$ cat config.mk
export PLATFORM = sky130hd
export DESIGN_NAME = fp_addsub_seq
export DESIGN_NICKNAME = d
export VERILOG_FILES = /design/src/rtl/fp_addsub_seq.sv
export SDC_FILE = /design/constraint.sdc
export NUM_CORES = 1
export LEC_CHECK = 0
export CAP_MARGIN = 20
export CORE_ASPECT_RATIO = 0.8
export CORE_MARGIN = 10
export CORE_UTILIZATION = 45
export CTS_CLUSTER_DIAMETER = 30
export DETAILED_ROUTE_END_ITERATION = 10
export GPL_TIMING_DRIVEN = 0
export PLACE_DENSITY = 0.68
export RECOVER_POWER = 100
export SLEW_MARGIN = 0
export SYNTH_ARGS = -nofsm -noshare
export SYNTH_HDL_FRONTEND = slang
export SYNTH_SLANG_ARGS = --single-unit
$ cat constraint.sdc
create_clock -name clk -period 17.6 [get_ports clk]
set_input_delay 3.52 -clock clk [delete_from_list [all_inputs] [get_ports clk]]
set_output_delay 3.52 -clock clk [all_outputs]
set_load 0.05 [all_outputs]
$ cat src/rtl/fp_addsub_seq.sv
// Multi-cycle floating-point adder/subtractor with round-to-nearest-even,
// flush-to-zero of denormals and special-value handling.
module fp_addsub_seq #(
    parameter int EXP_W = 8,
    parameter int MAN_W = 23,
    localparam int W = 1 + EXP_W + MAN_W
) (
    input  logic         clk,
    input  logic         reset,
    input  logic         start,
    input  logic         op,
    input  logic [W-1:0] a,
    input  logic [W-1:0] b,
    output logic         busy,
    output logic         done,
    output logic [W-1:0] result,
    output logic         overflow,
    output logic         underflow,
    output logic         invalid
);

    localparam int MW   = MAN_W + 5;
    localparam int EW   = EXP_W + 1;
    localparam int KMAX = MAN_W + 3;
    localparam int CW   = $clog2(KMAX + 1);

    typedef enum logic [2:0] {
        S_IDLE, S_LOAD, S_ALIGN, S_ADD, S_NORM, S_ROUND, S_DONE
    } state_t;

    typedef enum logic [1:0] {K_NUM, K_ZERO, K_INF, K_NAN} kind_t;

    state_t        state_q, state_d;
    kind_t         kind_q, kind_d;
    logic [W-1:0]  a_q, a_d;
    logic [W-1:0]  b_q, b_d;
    logic          op_q, op_d;
    logic          sa_q, sa_d;
    logic          sb_q, sb_d;
    logic          sign_q, sign_d;
    logic [EW-1:0] ea_q, ea_d;
    logic [MW-1:0] ma_q, ma_d;
    logic [MW-1:0] mb_q, mb_d;
    logic [CW-1:0] cnt_q, cnt_d;
    logic [W-1:0]  res_q, res_d;
    logic          ovf_q, ovf_d;
    logic          unf_q, unf_d;
    logic          inv_q, inv_d;

    logic             s_a, s_b;
    logic [EXP_W-1:0] e_a, e_b;
    logic [MAN_W-1:0] f_a, f_b;
    logic             nan_a, nan_b, inf_a, inf_b;
    logic             swap;
    logic [EXP_W-1:0] e_big, e_sml, diff;
    logic [MW-1:0]    m_a, m_b;

    assign s_a   = a_q[W-1];
    assign s_b   = b_q[W-1] ^ op_q;
    assign e_a   = a_q[W-2:MAN_W];
    assign e_b   = b_q[W-2:MAN_W];
    assign f_a   = a_q[MAN_W-1:0];
    assign f_b   = b_q[MAN_W-1:0];
    assign nan_a = (&e_a) && (|f_a);
    assign nan_b = (&e_b) && (|f_b);
    assign inf_a = (&e_a) && !(|f_a);
    assign inf_b = (&e_b) && !(|f_b);

    // Mantissa layout: {carry, hidden, fraction, guard, round, sticky}
    assign m_a   = (e_a != '0) ? {2'b01, f_a, 3'b000} : '0;
    assign m_b   = (e_b != '0) ? {2'b01, f_b, 3'b000} : '0;
    assign swap  = (e_b > e_a) || ((e_b == e_a) && (f_b > f_a));
    assign e_big = swap ? e_b : e_a;
    assign e_sml = swap ? e_a : e_b;
    assign diff  = e_big - e_sml;

    logic             inc;
    logic             fcarry;
    logic [MAN_W-1:0] frac_r;
    logic [EW-1:0]    e_rnd;

    // Hidden bit is always set here, so a fraction carry means 2.0
    assign inc = ma_q[2] & (ma_q[1] | ma_q[0] | ma_q[3]);
    assign {fcarry, frac_r} = {1'b0, ma_q[MAN_W+2:3]}
                            + {{MAN_W{1'b0}}, inc};
    assign e_rnd = ea_q + {{EXP_W{1'b0}}, fcarry};

    always_comb begin
        state_d = state_q;
        kind_d  = kind_q;
        a_d     = a_q;
        b_d     = b_q;
        op_d    = op_q;
        sa_d    = sa_q;
        sb_d    = sb_q;
        sign_d  = sign_q;
        ea_d    = ea_q;
        ma_d    = ma_q;
        mb_d    = mb_q;
        cnt_d   = cnt_q;
        res_d   = res_q;
        ovf_d   = ovf_q;
        unf_d   = unf_q;
        inv_d   = inv_q;

        unique case (state_q)
            S_IDLE: begin
                if (start) begin
                    a_d     = a;
                    b_d     = b;
                    op_d    = op;
                    ovf_d   = 1'b0;
                    unf_d   = 1'b0;
                    inv_d   = 1'b0;
                    state_d = S_LOAD;
                end
            end
            S_LOAD: begin
                kind_d = K_NUM;
                if (nan_a || nan_b || (inf_a && inf_b && (s_a != s_b))) begin
                    kind_d  = K_NAN;
                    state_d = S_ROUND;
                end else if (inf_a || inf_b) begin
                    kind_d  = K_INF;
                    sign_d  = inf_a ? s_a : s_b;
                    state_d = S_ROUND;
                end else begin
                    sa_d    = swap ? s_b : s_a;
                    sb_d    = swap ? s_a : s_b;
                    ea_d    = {1'b0, e_big};
                    ma_d    = swap ? m_b : m_a;
                    mb_d    = swap ? m_a : m_b;
                    cnt_d   = (int'(diff) > KMAX) ? CW'(KMAX) : CW'(diff);
                    state_d = (diff != '0) ? S_ALIGN : S_ADD;
                end
            end
            S_ALIGN: begin
                mb_d  = {1'b0, mb_q[MW-1:2], mb_q[1] | mb_q[0]};
                cnt_d = cnt_q - CW'(1);
                if (cnt_q == CW'(1)) begin
                    state_d = S_ADD;
                end
            end
            S_ADD: begin
                ma_d    = (sa_q == sb_q) ? ma_q + mb_q : ma_q - mb_q;
                sign_d  = sa_q;
                state_d = S_NORM;
            end
            S_NORM: begin
                if (ma_q[MW-1]) begin
                    ma_d    = {1'b0, ma_q[MW-1:2], ma_q[1] | ma_q[0]};
                    ea_d    = ea_q + EW'(1);
                    state_d = S_ROUND;
                end else if (ma_q == '0) begin
                    kind_d  = K_ZERO;
                    sign_d  = sa_q & sb_q;
                    state_d = S_ROUND;
                end else if (!ma_q[MW-2]) begin
                    if (ea_q <= EW'(1)) begin
                        kind_d  = K_ZERO;
                        unf_d   = 1'b1;
                        state_d = S_ROUND;
                    end else begin
                        ma_d = {ma_q[MW-2:0], 1'b0};
                        ea_d = ea_q - EW'(1);
                    end
                end else begin
                    state_d = S_ROUND;
                end
            end
            S_ROUND: begin
                state_d = S_DONE;
                unique case (kind_q)
                    K_NAN: begin
                        res_d = {1'b0, {EXP_W{1'b1}}, 1'b1, {(MAN_W-1){1'b0}}};
                        inv_d = 1'b1;
                    end
                    K_INF: begin
                        res_d = {sign_q, {EXP_W{1'b1}}, {MAN_W{1'b0}}};
                    end
                    K_ZERO: begin
                        res_d = {sign_q, {(W-1){1'b0}}};
                    end
                    default: begin
                        if (e_rnd >= {1'b0, {EXP_W{1'b1}}}) begin
                            res_d = {sign_q, {EXP_W{1'b1}}, {MAN_W{1'b0}}};
                            ovf_d = 1'b1;
                        end else begin
                            res_d = {sign_q, e_rnd[EXP_W-1:0], frac_r};
                        end
                    end
                endcase
            end
            S_DONE: begin
                state_d = S_IDLE;
            end
            default: begin
                state_d = S_IDLE;
            end
        endcase
    end

    always_ff @(posedge clk or posedge reset) begin
        if (reset) begin
            state_q <= S_IDLE;
            kind_q  <= K_NUM;
            a_q     <= '0;
            b_q     <= '0;
            op_q    <= 1'b0;
            sa_q    <= 1'b0;
            sb_q    <= 1'b0;
            sign_q  <= 1'b0;
            ea_q    <= '0;
            ma_q    <= '0;
            mb_q    <= '0;
            cnt_q   <= '0;
            res_q   <= '0;
            ovf_q   <= 1'b0;
            unf_q   <= 1'b0;
            inv_q   <= 1'b0;
        end else begin
            state_q <= state_d;
            kind_q  <= kind_d;
            a_q     <= a_d;
            b_q     <= b_d;
            op_q    <= op_d;
            sa_q    <= sa_d;
            sb_q    <= sb_d;
            sign_q  <= sign_d;
            ea_q    <= ea_d;
            ma_q    <= ma_d;
            mb_q    <= mb_d;
            cnt_q   <= cnt_d;
            res_q   <= res_d;
            ovf_q   <= ovf_d;
            unf_q   <= unf_d;
            inv_q   <= inv_d;
        end
    end

    assign busy      = (state_q != S_IDLE) && (state_q != S_DONE);
    assign done      = (state_q == S_DONE);
    assign result    = res_q;
    assign overflow  = ovf_q;
    assign underflow = unf_q;
    assign invalid   = inv_q;

endmodule

==> impl_metrics.csv, run 1 <==
group,metric,value,unit
place,io_buffer_count,104,
synth,synth-edff-count,0,
synth,seq_total_area_yosys,0.3555,
timing,clock.fmax,164.3,MHz
timing,rsz0062_at_grt,"false",
cells_and_area,post_route_cells_drive_above_1_share,0.05603,
hold_path,classification_of_the_worst_slack_hold_path,"reg -> reg",
cts,cts_buffers,17,
critical_path,cp-start-kind,"register",
timing,timing_hold_violations_final,0,
floorplan,fp-row-count,54,
floorplan,die_w,206.0,µm
run,maxCapViolCount,1,
synth,synthesis.area_per_instance,8.272,µm²
routing,drt-wirelength-per-cell,20.62,µm
floorplan,initial_utilization,0.4564,
cts,clkSlewWorstSetupHoldPaths,70,ps
global_route,gr-total-overflow,0,
cts,tritoncts,"yes",
global_route,grt_usage,0.2358,
cts,htree_levels,4,
global_route,grt_start_max_net_pins,126,
cts,worst_skew_pair.late_latency,450,ps
synth,synth_largest_area_cell,"sky130_fd_sc_hd__dfrtp_1",
timing,fin_setup_tns,0,ps
cells_and_area,antenna_diode_count,0,
routing,postRouteWirelength,41360,µm
critical_path,cp-end-kind,"register",
cts,post_cts.repair.setup_buffers,0,
synth,yosysWarningCount,0,
cts,post_cts_resize_count,0,
global_route,grt_pass1_wl,65290,µm
timing,timing.max_slew.rel_slack,-0.6549,
floorplan,floorplan.die_area,34780,µm²
place,gpl.final_weighted_congestion,0.9579,
routing,via_count,11990,
synth,syn_inst,1506,
cts,cts_hold_buf,0,
synth,synthTopCellsByCount,"203 x sky130_fd_sc_hd__nand2_1, 189 x sky130_fd_sc_hd__o21ai_0, 177 x sky130_fd_sc_hd__dfrtp_1",
timing,setup_viol,0,
synth,post-synth-top-count-cell,"sky130_fd_sc_hd__nand2_1",
cts,cts_buffer_depth,2,
timing,clock-skew-final,12.35,ps
routing,postRouteAntennaNets,0,
critical_path,worst-endpoint-required,17930,ps
timing,finalCriticalPeriod,6086,ps
critical_path,worstPathArrival,6420,ps
place,detailed_place_hpwl,32280,µm
synth,ys_top_cells_by_area,"sky130_fd_sc_hd__dfrtp_1 36%, sky130_fd_sc_hd__o21ai_0 7.6%, sky130_fd_sc_hd__ha_1 6.9%, sky130_fd_sc_hd__nand2_1 6.1%, sky130_fd_sc_hd__mux2_2 4.3%",
floorplan,fp.coreArea,27300,µm²
synth,yosys_most_used_dff,"sky130_fd_sc_hd__dfrtp_1",
synth,synth-seq-cells,177,
cells_and_area,syn2layout_area_growth,16.68,%
timing,tightestPinTransition,2469,ps
status,status,"complete, but fails checks",
global_route,number_of_antenna_violations_at_the_first_check_in_global_routing,0,
synth,post_synth_instance_area,12460,µm²
routing,drtPass1Iterations,6,
critical_path,critical_path_peak_fanout,10,
timing,fin_crit_sh,0.3458,
critical_path,critical_path_class,"reg -> reg",
synth,syn_nets,1644,
cts,cts-root-buf,"sky130_fd_sc_hd__clkbuf_16",
routing,dr.first_iter.drc_count,1145,
floorplan,die_height,168.8,µm
global_route,first_global_vias,11590,
routing,route.detailed.vias_per_inst,5.976,
synth,post-synth-top-area-fraction,0.3555,
synth,async_reset_ff_frac,1.000,
cells_and_area,design.final.nets,1768,
synth,synth_cell_types,72,
status,failed_checks,"capacitance limit, slew limit",
floorplan,top_level_ports,105,
timing,count_of_final_max_slew_check_failures,53,
routing,post-route-drc-count,0,
cts,clock_sink_count,177,
==> placed cells by master (no fill, tap or decap), types with 6 or more instances in the layout <==
cell type	synthesis	final
sky130_fd_sc_hd__a21oi_1	80	80
sky130_fd_sc_hd__xnor2_1	55	55
sky130_fd_sc_hd__nand3_1	57	57
sky130_fd_sc_hd__clkbuf_16	0	17
sky130_fd_sc_hd__nor4_1	27	27
sky130_fd_sc_hd__clkbuf_1	81	87
sky130_fd_sc_hd__o211ai_1	18	18
sky130_fd_sc_hd__or3_1	9	11
sky130_fd_sc_hd__o22a_1	6	6
sky130_fd_sc_hd__and2_1	6	6
sky130_fd_sc_hd__nor2_1	114	114
sky130_fd_sc_hd__ha_1	69	69
sky130_fd_sc_hd__dlygate4sd3_1	0	39
sky130_fd_sc_hd__o21ai_0	189	189
sky130_fd_sc_hd__a222oi_1	16	16
sky130_fd_sc_hd__o31ai_1	15	15
sky130_fd_sc_hd__clkdlybuf4s50_1	0	65
sky130_fd_sc_hd__a31oi_1	14	14
sky130_fd_sc_hd__dfrtp_1	177	177
sky130_fd_sc_hd__nand2_1	203	203
sky130_fd_sc_hd__o21a_1	11	11
sky130_fd_sc_hd__nor2b_1	8	8
sky130_fd_sc_hd__mux2_2	48	47
sky130_fd_sc_hd__a311o_1	11	11
sky130_fd_sc_hd__or4_1	6	7
sky130_fd_sc_hd__nor3_1	25	25
sky130_fd_sc_hd__and3_1	13	13
sky130_fd_sc_hd__xor2_1	26	26
sky130_fd_sc_hd__a211oi_1	13	13
sky130_fd_sc_hd__a21o_1	13	13
sky130_fd_sc_hd__inv_1	62	61
sky130_fd_sc_hd__nand2b_1	11	11
sky130_fd_sc_hd__nand4_1	24	24
==> registers in the layout, summed over array words and instances (netlist names) <==
register	count
sa_q	1
invalid	1
sb_q	1
overflow	1
a_q	32
ea_q	9
ma_q	28
cnt_q	5
kind_q	2
mb_q	27
state_q	3
result	32
sign_q	1
b_q	32
op_q	1
underflow	1
==> metrics by stage <==
stage                     setup slack, ps    util  area (µm²)  hold WS, ps  instances
after CTS                           11710  0.5333       14560        484.3       2006
after global routing                11180  0.5325       14540        495.1       2006
after detailed placement            11500  0.5125       13990        469.9       1975
after floorplan                      9278       -       12460        453.8       1506
final                               11510  0.5325       14540        470.9       2006
after global placement               6648  0.5112       13950        460.5       1974
==> worst paths after layout <==
kind                            startpoint         end  slack, ps  cells past startpoint
worst min register to register  result[10]  result[10]        470                      2
worst min-delay path            result[10]  result[10]        470                      2
worst max register to register     b_q[29]  state_q[0]      11510                     20
max in group asynchronous            reset    ma_q[16]      11980                      3
worst max-delay path               b_q[29]  state_q[0]      11510                     20
min in group asynchronous            reset      b_q[8]       4200                      2
==> area by class of cell <==
type	instances	area [µm²]
Buffer	91	345.3
Clock buffer	24	491.7
Inverter	62	234.0
Multi-Input combinational cell	1176	7436
Tap cell	364	455.4
Sequential cell	177	4429
Fill cell	2627	12760
Clock inverter	7	76.32
Timing Repair Buffer	105	1069
==> critical path, stage by stage, from the launching register on <==
cell and delay [ps]:
sky130_fd_sc_hd__dfrtp_1 490, sky130_fd_sc_hd__ha_1 320, sky130_fd_sc_hd__clkbuf_1 300, sky130_fd_sc_hd__nand4_1 240, sky130_fd_sc_hd__nor3_1 210, sky130_fd_sc_hd__o21ai_0 140
sky130_fd_sc_hd__or4_1 540, sky130_fd_sc_hd__clkbuf_1 200, sky130_fd_sc_hd__nand2_1 370, sky130_fd_sc_hd__clkbuf_1 460, sky130_fd_sc_hd__clkbuf_1 520, sky130_fd_sc_hd__o22a_1 240
sky130_fd_sc_hd__ha_1 180, sky130_fd_sc_hd__o21ai_0 110, sky130_fd_sc_hd__nand2_1 90, sky130_fd_sc_hd__a22oi_1 60, sky130_fd_sc_hd__mux2_1 360, sky130_fd_sc_hd__nor4b_1 160
sky130_fd_sc_hd__or3_1 510, sky130_fd_sc_hd__and3_1 200, sky130_fd_sc_hd__a41o_1 250
==> routing by layer <==
metal	global-route usage	routed length, µm
met4	0.06208	771
met5	0	0
met3	0.05247	3681
met2	0.3503	17710
met1	0.3373	19190
==> cell families (layout without fill, tap and decap cells) <==
logic type | count (synthesis) | in the layout | synth area share
AO/OA/AOI/OAI | 446 | 446 | 0.2256
XOR/XNOR | 81 | 81 | 0.05694
adder cells (fa/ha/maj) | 70 | 70 | 0.07091
buffers and inverters | 153 | 289 | 0.04650
flip-flops | 177 | 177 | 0.3555
multiplexers | 52 | 52 | 0.04660
AND/OR/NAND/NOR | 527 | 527 | 0.1980
Power of run 1 is not shown: default switching activity piles up to over one toggle a cycle in this logic, so the estimate is an artifact.
==> run 2, diff against run 1 <==
--- a/config.mk
+++ b/config.mk
@@ -12,7 +12,7 @@
 export CTS_CLUSTER_DIAMETER = 30
 export DETAILED_ROUTE_END_ITERATION = 10
 export GPL_TIMING_DRIVEN = 0
-export PLACE_DENSITY = 0.68
+export PLACE_DENSITY = 0.7
 export RECOVER_POWER = 100
 export SLEW_MARGIN = 0
 export SYNTH_ARGS = -nofsm -noshare
==> constraint.sdc (replaced) <==
create_clock -name clk -period 5 [get_ports clk]
set_input_delay 1 -clock clk [delete_from_list [all_inputs] [get_ports clk]]
set_output_delay 1 -clock clk [all_outputs]
set_load 0.05 [all_outputs]
==> impl_metrics.csv, run 2 (synthesis gave the netlist of run 1 again) <==
group,metric,value,unit
status,status,"complete, but fails checks",
status,failed_checks,"capacitance limit, slew limit",
critical_path,worst_r2r_endpoint,"ma_q[27]",
critical_path,worst-endpoint-required,5330,ps
cells_and_area,design.final.nets,1767,
floorplan,die_height,168.8,µm
timing,rsz0062_at_grt,"false",
cts,clkSlewWorstSetupHoldPaths,70,ps
routing,route.detailed.vias_per_inst,6.041,
critical_path,rr_startpoint,"mb_q[0]",
cts,clock_sink_count,177,
routing,postRouteAntennaNets,0,
hold_path,classification_of_the_worst_slack_hold_path,"reg -> reg",
global_route,gr-total-overflow,0,
critical_path,cp-start-kind,"register",
place,detailed_place_hpwl,32230,µm
routing,postRouteWirelength,40820,µm
timing,count_of_final_max_slew_check_failures,72,
cells_and_area,layout.cells.most_common_list,"202 x sky130_fd_sc_hd__nand2_1, 187 x sky130_fd_sc_hd__o21ai_0, 174 x sky130_fd_sc_hd__dfrtp_1, 114 x sky130_fd_sc_hd__nor2_1, 81 x sky130_fd_sc_hd__clkbuf_1",
critical_path,r2r.worst_path.cells,16,
cells_and_area,area.sequential,4433,µm²
floorplan,die_w,206.0,µm
timing,fin_crit_sh,0.9807,
floorplan,fp-row-count,54,
cells_and_area,post_route_cells_drive_above_1_share,0.07308,
routing,dr.first_iter.drc_count,1097,
timing,clock.fmax,203.9,MHz
critical_path,cp-end-kind,"register",
cts,worst_skew_pair.late_latency,450,ps
global_route,grt_usage,0.2338,
global_route,grt_pass1_wl,64520,µm
timing,setup_viol,0,
timing,timing_hold_violations_final,0,
timing,final_critical_path_setup_slack,96.70,ps
cells_and_area,n_fill_cell,2575,
cells_and_area,most_common_cell_after_layout_fill_and_taps_aside,"sky130_fd_sc_hd__nand2_1",
cts,cts_hold_buf,0,
cells_and_area,antenna_diode_count,0,
place,io_buffer_count,104,
floorplan,initial_utilization,0.4564,
floorplan,floorplan.die_area,34780,µm²
timing,clock-skew-final,10.59,ps
global_route,number_of_antenna_violations_at_the_first_check_in_global_routing,1,
routing,drt-wirelength-per-cell,20.35,µm
timing,finalCriticalPeriod,4903,ps
cells_and_area,post-route-util,0.5359,
critical_path,critical_path_peak_fanout,5,
cts,cts_buffer_depth,2,
cells_and_area,syn2layout_area_growth,17.42,%
critical_path,critical_path_class,"reg -> reg",
cells_and_area,multiInputGateArea,7526,µm²
floorplan,fp.coreArea,27300,µm²
routing,post-route-drc-count,0,
cts,cts-root-buf,"sky130_fd_sc_hd__clkbuf_16",
critical_path,crit_end,"ma_q[27]",
cts,tritoncts,"yes",
global_route,grt_start_max_net_pins,42,
routing,drtPass1Iterations,8,
timing,tightestPinTransition,2243,ps
place,gpl.final_weighted_congestion,0.9511,
timing,timing.max_slew.rel_slack,-0.4954,
place,post-place-ws,-773.9,ps
timing,fin_setup_tns,0,ps
floorplan,top_level_ports,105,
critical_path,r2r_setup_slack,100,ps
cts,htree_levels,4,
timing,finalHoldWorstSlack,470.1,ps
routing,via_count,12120,
global_route,first_global_vias,11620,
critical_path,worstPathArrival,5230,ps
critical_path,cp-startpoint,"mb_q[0]",
cts,cts_buffers,17,
run,maxCapViolCount,3,
-- run 2: cell types whose count changed in the layout (fill, tap and decap cells not counted), moves of 3 or more --
cell / previous run / this run
sky130_fd_sc_hd__or3_1: 11 / 8
sky130_fd_sc_hd__dfrtp_1: 177 / 174
sky130_fd_sc_hd__clkinv_2: 1 / 4
sky130_fd_sc_hd__or3_4: 0 / 3
sky130_fd_sc_hd__clkbuf_1: 87 / 81
sky130_fd_sc_hd__dfrtp_2: 0 / 3
sky130_fd_sc_hd__clkbuf_8: 4 / 1
sky130_fd_sc_hd__ha_2: 0 / 5
sky130_fd_sc_hd__ha_1: 69 / 63
sky130_fd_sc_hd__a2111oi_0: 3 / 0
-- run 2: critical path, stage by stage, from the launching register on --
cell and delay, ps:
sky130_fd_sc_hd__dfrtp_1 420, sky130_fd_sc_hd__or4_1 560, sky130_fd_sc_hd__or3_4 370, sky130_fd_sc_hd__or3_4 430
sky130_fd_sc_hd__or4_4 540, sky130_fd_sc_hd__o21ai_1 180, sky130_fd_sc_hd__xnor2_1 190, sky130_fd_sc_hd__ha_1 330
sky130_fd_sc_hd__and4_1 200, sky130_fd_sc_hd__nand2_1 130, sky130_fd_sc_hd__nor3_1 80, sky130_fd_sc_hd__a21oi_2 240
sky130_fd_sc_hd__a21oi_2 120, sky130_fd_sc_hd__or4_2 540, sky130_fd_sc_hd__nand3_1 140, sky130_fd_sc_hd__o22ai_1 100
sky130_fd_sc_hd__a22o_1 200
-- run 2: routing by layer --
metal,global-route usage,up-vias,wire (µm)
met5,0,-,13
met4,0.06494,2,845
met3,0.05342,66,3970
met2,0.3433,566,17270
met1,0.3355,5759,18730
li1,-,5726,-
-- run 2: cell type report --
class,instances,area share
clock inverters,12,0.007441
multi-input cells,1176,0.5145
clock buffers,20,0.03053
repair buffers,108,0.07441
well taps,364,0.03113
flip-flops and latches,177,0.3030
inverters,62,0.01599
plain buffers,87,0.02301
-- run 2: worst min-delay path by stage --
stage / start / end / cells past startpoint
3_5_place_dp: result[2] / result[2] / 2
5_1_grt: result[11] / result[11] / 2
3_3_place_gp: result[16] / result[16] / 2
4_1_cts: result[2] / result[2] / 2
6_report: result[2] / result[2] / 2
2_1_floorplan: sb_q / sb_q / 2
-- run 2: stage by stage --
step,instances,cell area [µm²]
6_report,2006,14630
5_1_grt,2006,14630
4_1_cts,2008,14610
3_5_place_dp,1978,14040
3_3_place_gp,1974,13960
2_1_floorplan,1506,12460
-- run 2: what timing repair did --
item,4_1_cts,5_1_grt
resized for setup,11,25
buffers inserted,0,0
endpoints found under the setup margin,8,30
pin swaps,0,2
gates cloned,0,0
Power of run 2 is left out for the same reason.
==> run 3, diff against run 2 <==
--- a/config.mk
+++ b/config.mk
@@ -6,7 +6,6 @@
 export NUM_CORES = 1
 export LEC_CHECK = 0
 export CAP_MARGIN = 20
-export CORE_ASPECT_RATIO = 0.8
 export CORE_MARGIN = 10
 export CORE_UTILIZATION = 45
 export CTS_CLUSTER_DIAMETER = 30
@@ -14,7 +13,6 @@
 export GPL_TIMING_DRIVEN = 0
 export PLACE_DENSITY = 0.7
 export RECOVER_POWER = 100
-export SLEW_MARGIN = 0
 export SYNTH_ARGS = -nofsm -noshare
 export SYNTH_HDL_FRONTEND = slang
 export SYNTH_SLANG_ARGS = --single-unit
==> impl_metrics.csv, run 3 (synthesis gave the netlist of run 1 again) <==
group,metric,value,unit
critical_path,worstPathArrival,5150,ps
timing,final_critical_path_setup_slack,187.9,ps
routing,via_count,11880,
status,status,"complete, but fails checks",
cells_and_area,syn2layout_area_growth,17.32,%
cells_and_area,n_fill_cell,2600,
cts,worst_skew_pair.late_latency,450,ps
global_route,number_of_antenna_violations_at_the_first_check_in_global_routing,0,
routing,drt-wirelength-per-cell,19.77,µm
cells_and_area,antenna_diode_count,0,
floorplan,die_height,186.4,µm
floorplan,floorplan.die_area,34740,µm²
place,post-place-ws,-954.0,ps
place,io_buffer_count,104,
routing,post-route-drc-count,0,
cts,tritoncts,"yes",
timing,finalCriticalPeriod,4812,ps
place,placed_cells_incl_taps,1987,
cts,cts_buffers,17,
timing,timing_hold_violations_final,0,
cts,htree_levels,4,
critical_path,r2r_setup_slack,190,ps
critical_path,r2r.worst_path.cells,16,
critical_path,worst-endpoint-required,5340,ps
timing,timing.max_slew.rel_slack,-0.2733,
floorplan,top_level_ports,105,
floorplan,initial_utilization,0.4597,
floorplan,fp-row-count,60,
timing,rsz0062_at_grt,"false",
global_route,gr-total-overflow,0,
cells_and_area,fin_cells,2016,
place,postPlaceCellArea,14070,µm²
routing,postRouteWirelength,39850,µm
floorplan,fp.coreArea,27100,µm²
critical_path,critical_path_class,"reg -> reg",
timing,setup_viol,0,
cts,clock_sink_count,177,
status,failed_checks,"capacitance limit, slew limit",
cts,cts_hold_buf,0,
run,maxCapViolCount,3,
place,detailed_place_hpwl,31420,µm
critical_path,cp-start-kind,"register",
cts,cts_buffer_depth,2,
floorplan,die_w,186.4,µm
global_route,grt_usage,0.2256,
cts,clkSlewWorstSetupHoldPaths,80,ps
routing,dr.first_iter.drc_count,953,
routing,route.detailed.vias_per_inst,5.892,
routing,drtPass1Iterations,5,
global_route,first_global_vias,11610,
global_route,grt_start_max_net_pins,40,
cells_and_area,most_common_cell_after_layout_fill_and_taps_aside,"sky130_fd_sc_hd__nand2_1",
timing,count_of_final_max_slew_check_failures,107,
cts,cts-root-buf,"sky130_fd_sc_hd__clkbuf_16",
critical_path,critical_path_peak_fanout,5,
cells_and_area,design.final.nets,1769,
timing,tightestPinTransition,1910,ps
timing,clock-skew-final,12.88,ps
cells_and_area,layout.cells.most_common_list,"202 x sky130_fd_sc_hd__nand2_1, 187 x sky130_fd_sc_hd__o21ai_0, 177 x sky130_fd_sc_hd__dfrtp_1, 114 x sky130_fd_sc_hd__nor2_1, 82 x sky130_fd_sc_hd__clkbuf_1",
routing,postRouteAntennaNets,0,
timing,clock.fmax,207.8,MHz
cells_and_area,postLayoutCellArea,14620,µm²
place,gpl.final_weighted_congestion,0.9637,
critical_path,cp-end-kind,"register",
cells_and_area,post_route_cells_drive_above_1_share,0.06448,
hold_path,worst_hold_path.num_cells,2,
timing,fin_crit_sh,0.9624,
global_route,grt_pass1_wl,63810,µm
hold_path,classification_of_the_worst_slack_hold_path,"reg -> reg",
-- run 3: worst paths after layout --
| kind | end | from |
|---|---|---|
| min | result[31] | result[31] |
| max reg2reg | ma_q[27] | mb_q[0] |
| min in group asynchronous | b_q[3] | reset |
| min reg2reg | result[31] | result[31] |
| max | ma_q[27] | mb_q[0] |
| max in group asynchronous | ma_q[23] | reset |
-- run 3: stage by stage --
stage | hold WS (ps) | setup TNS (ps) | utilization
after global routing | 500.8 | 0 | 0.5393
after CTS | 487.2 | 0 | 0.5415
after floorplan | 453.8 | 0 | -
final | 471.8 | 0 | 0.5393
after detailed placement | 469.4 | -4870 | 0.5191
after global placement | 463.2 | -4443 | 0.5154
-- run 3: area by class of cell --
class / instances / area (µm²) / share of cell area
inverter: 62 / 234.0 / 0.01601
buffer: 87 / 334.1 / 0.02286
clock inverter: 15 / 173.9 / 0.01190
multi-input combinational: 1176 / 7477 / 0.5116
sequential: 177 / 4429 / 0.3030
tap: 372 / 465.4 / 0.03184
clock buffer: 17 / 425.4 / 0.02910
timing repair buffer: 110 / 1077 / 0.07370
-- run 3: timing repair --
action | 4_1_cts | 5_1_grt
endpoints found under the setup margin | 6 | 19
gates resized for setup | 4 | 7
buffers inserted | 1 | 0
-- run 3: worst max-delay path: stages (launching register included) --
cell,delay (ps)
sky130_fd_sc_hd__dfrtp_1,440
sky130_fd_sc_hd__or4_1,560
sky130_fd_sc_hd__or3_4,370
sky130_fd_sc_hd__or3_4,430
sky130_fd_sc_hd__or4_4,540
sky130_fd_sc_hd__o21ai_1,170
sky130_fd_sc_hd__xnor2_1,170
sky130_fd_sc_hd__ha_1,320
sky130_fd_sc_hd__and4_1,210
sky130_fd_sc_hd__nand2_1,100
sky130_fd_sc_hd__nor3_1,60
sky130_fd_sc_hd__a21oi_1,190
sky130_fd_sc_hd__a21oi_1,160
sky130_fd_sc_hd__or4_2,560
sky130_fd_sc_hd__nand3_1,140
sky130_fd_sc_hd__o22ai_1,90
sky130_fd_sc_hd__a22o_1,180
-- run 3: metal layers --
| metal | up-vias | routed length, µm | global-route usage |
|---|---|---|---|
| li1 | 5741 | - | - |
| met1 | 5690 | 18500 | 0.3071 |
| met2 | 406 | 17800 | 0.3522 |
| met3 | 41 | 2598 | 0.04302 |
| met4 | 0 | 953 | 0.07380 |
| met5 | - | 0 | 0 |
Power of run 3 is left out for the same reason.
==> variant (settings of run 3) <==
`EXP_W`: 8 -> 6.
--- a/src/rtl/fp_addsub_seq.sv
+++ b/src/rtl/fp_addsub_seq.sv
@@ -1,7 +1,7 @@
 // Multi-cycle floating-point adder/subtractor with round-to-nearest-even,
 // flush-to-zero of denormals and special-value handling.
 module fp_addsub_seq #(
-    parameter int EXP_W = 8,
+    parameter int EXP_W = 6,
     parameter int MAN_W = 23,
     localparam int W = 1 + EXP_W + MAN_W
 ) (
Ports: changed (resized a, b and result); port bits go from 105 to 99. No check against the original RTL was run, so the function may have changed too.
==> variant against run 3 <==
  * The run still ends with capacitance limit, slew limit left
  * Sequential cell count fell by 8
  * First-iteration DRC count rose by 19%
  * Maximum frequency rose by 4.1%
  * Global-route usage fell by 0.26 points
  * Worst setup slack improved by 0.19 ns
  * Worst hold slack got worse by 0.0045 ns
  * Design area fell by 5.6%
  * Synthesized area fell by 5.5%
  * Wire length fell by 7.1%
Power is left out: the tool's default activity adds up to more than one toggle a clock period on the data nets, which glitch-free logic cannot reach.
==> variant: results (changes against run 3) <==
[global_routing]
grt_pass1_vias = 11200  ; -3.8%
grt_max_degree = 41  ; +2.5%
grt.total_usage_pct = 22.3  ; -0.26 points
grt_pass1_wl_um = 60300  ; -5.5%

[cells_and_area]
final_nets = 1700  ; -3.9%
area_share_clock_buf_inv_pct = 4.43  ; +0.33 points
multi_input_gates = 1125  ; -4.3%
multi_input_area_share_pct = 50.5  ; -0.68 points
final_layout_size_suffix_gt1_share_pct = 4.68  ; -1.8 points
seq_share_pct = 30.6  ; +0.33 points
buf_share_pct = 9.73  ; +0.069 points
buffers = 193  ; -2.0%
num-fill-cells = 2456  ; -5.5%
clock_buffers = 18  ; +1

[placement]
dpl.hpwl_um = 29300  ; -6.9%
port_buffers = 98  ; -5.8%
routabilityCongestion = 0.993  ; +3.0%

[worst_setup_path]
crit_end = ma_q[18]$_DFFE_PP0P_
crit_start = sa_q$_DFFE_PP0P_
critPathMaxStageDelay_ns = 0.58  ; +0.02 ns
arrival_ns = 4.98  ; -0.17 ns
cp_top_family = compound AO/OA/AOI/OAI gates
r2r_slack_ns = 0.38  ; +0.19 ns
slowest_stage = a2111oi_2
critPathMaxFanout = 10  ; +5

[routing]
wirelength_um = 37000  ; -7.1%
dr.pass1.iters = 7  ; +2
num_vias = 11500  ; -3.1%
drt-initial-drc-count = 1137  ; +19%

[hold_path]
min_from = result[25]$_DFFE_PP0P_
hold_path_end = result[25]$_DFFE_PP0P_

[logic_synthesis]
yosysSeqAreaShare_pct = 35.9  ; +0.38 points
synth_nets = 1576  ; -4.1%
ys_ff_latch = 169  ; -4.5%
synth_area_leaders = dfrtp_1 (36%), o21ai_0 (7.5%), ha_1 (7.1%), nand2_1 (6.3%), xnor2_1 (3.7%)
synth_common_cells = nand2_1 (198), o21ai_0 (176), dfrtp_1 (169)

[sta]
worst_pin_slew_ns = 2.22  ; +0.309 ns
drv_slew = 118  ; +10%
skew_ns = 0.0151  ; +0.00226 ns

[cts]
cts_setup_buffers = 0  ; -1

[job]
cap_viol_max_count = 3  ; unchanged

[outcome]
violations = capacitance limit, slew limit
outcome = finished, violations left

## variant: stage by stage
stage	hold WS, ns	setup slack [ns]	cells	cell area, um2
2_1_floorplan	0.454	1.06	1444	11800
3_3_place_gp	0.455	-0.0938	1877	13200
3_5_place_dp	0.459	-0.226	1885	13300
4_1_cts	0.475	0.115	1917	13900
5_1_grt	0.497	0.00223	1916	13800
6_report	0.467	0.379	1916	13800
## variant: logic make-up after synthesis
family	share of synthesized area (%)
adder cells (fa/ha/maj)	7.29
AND/OR/NAND/NOR	20.8
buffers and inverters	4.78
flip-flops	35.9
AO/OA/AOI/OAI	22.5
multiplexers	3.46
XOR/XNOR	5.28
## variant: what timing repair did
| action | 4_1_cts | 5_1_grt |
|---|---|---|
| gates cloned | 0 | 0 |
| endpoints found under the setup margin | 6 | 6 |
| gates resized for setup | 2 | 2 |
## variant: per-layer routing
layer	GRT usage, %	up-vias	wire length [um]
met2	34.2	489	16200
met4	8.85	0	1390
met3	4.29	70	2830
li1	-	5504	-
met5	0	-	0
met1	30.3	5452	16600
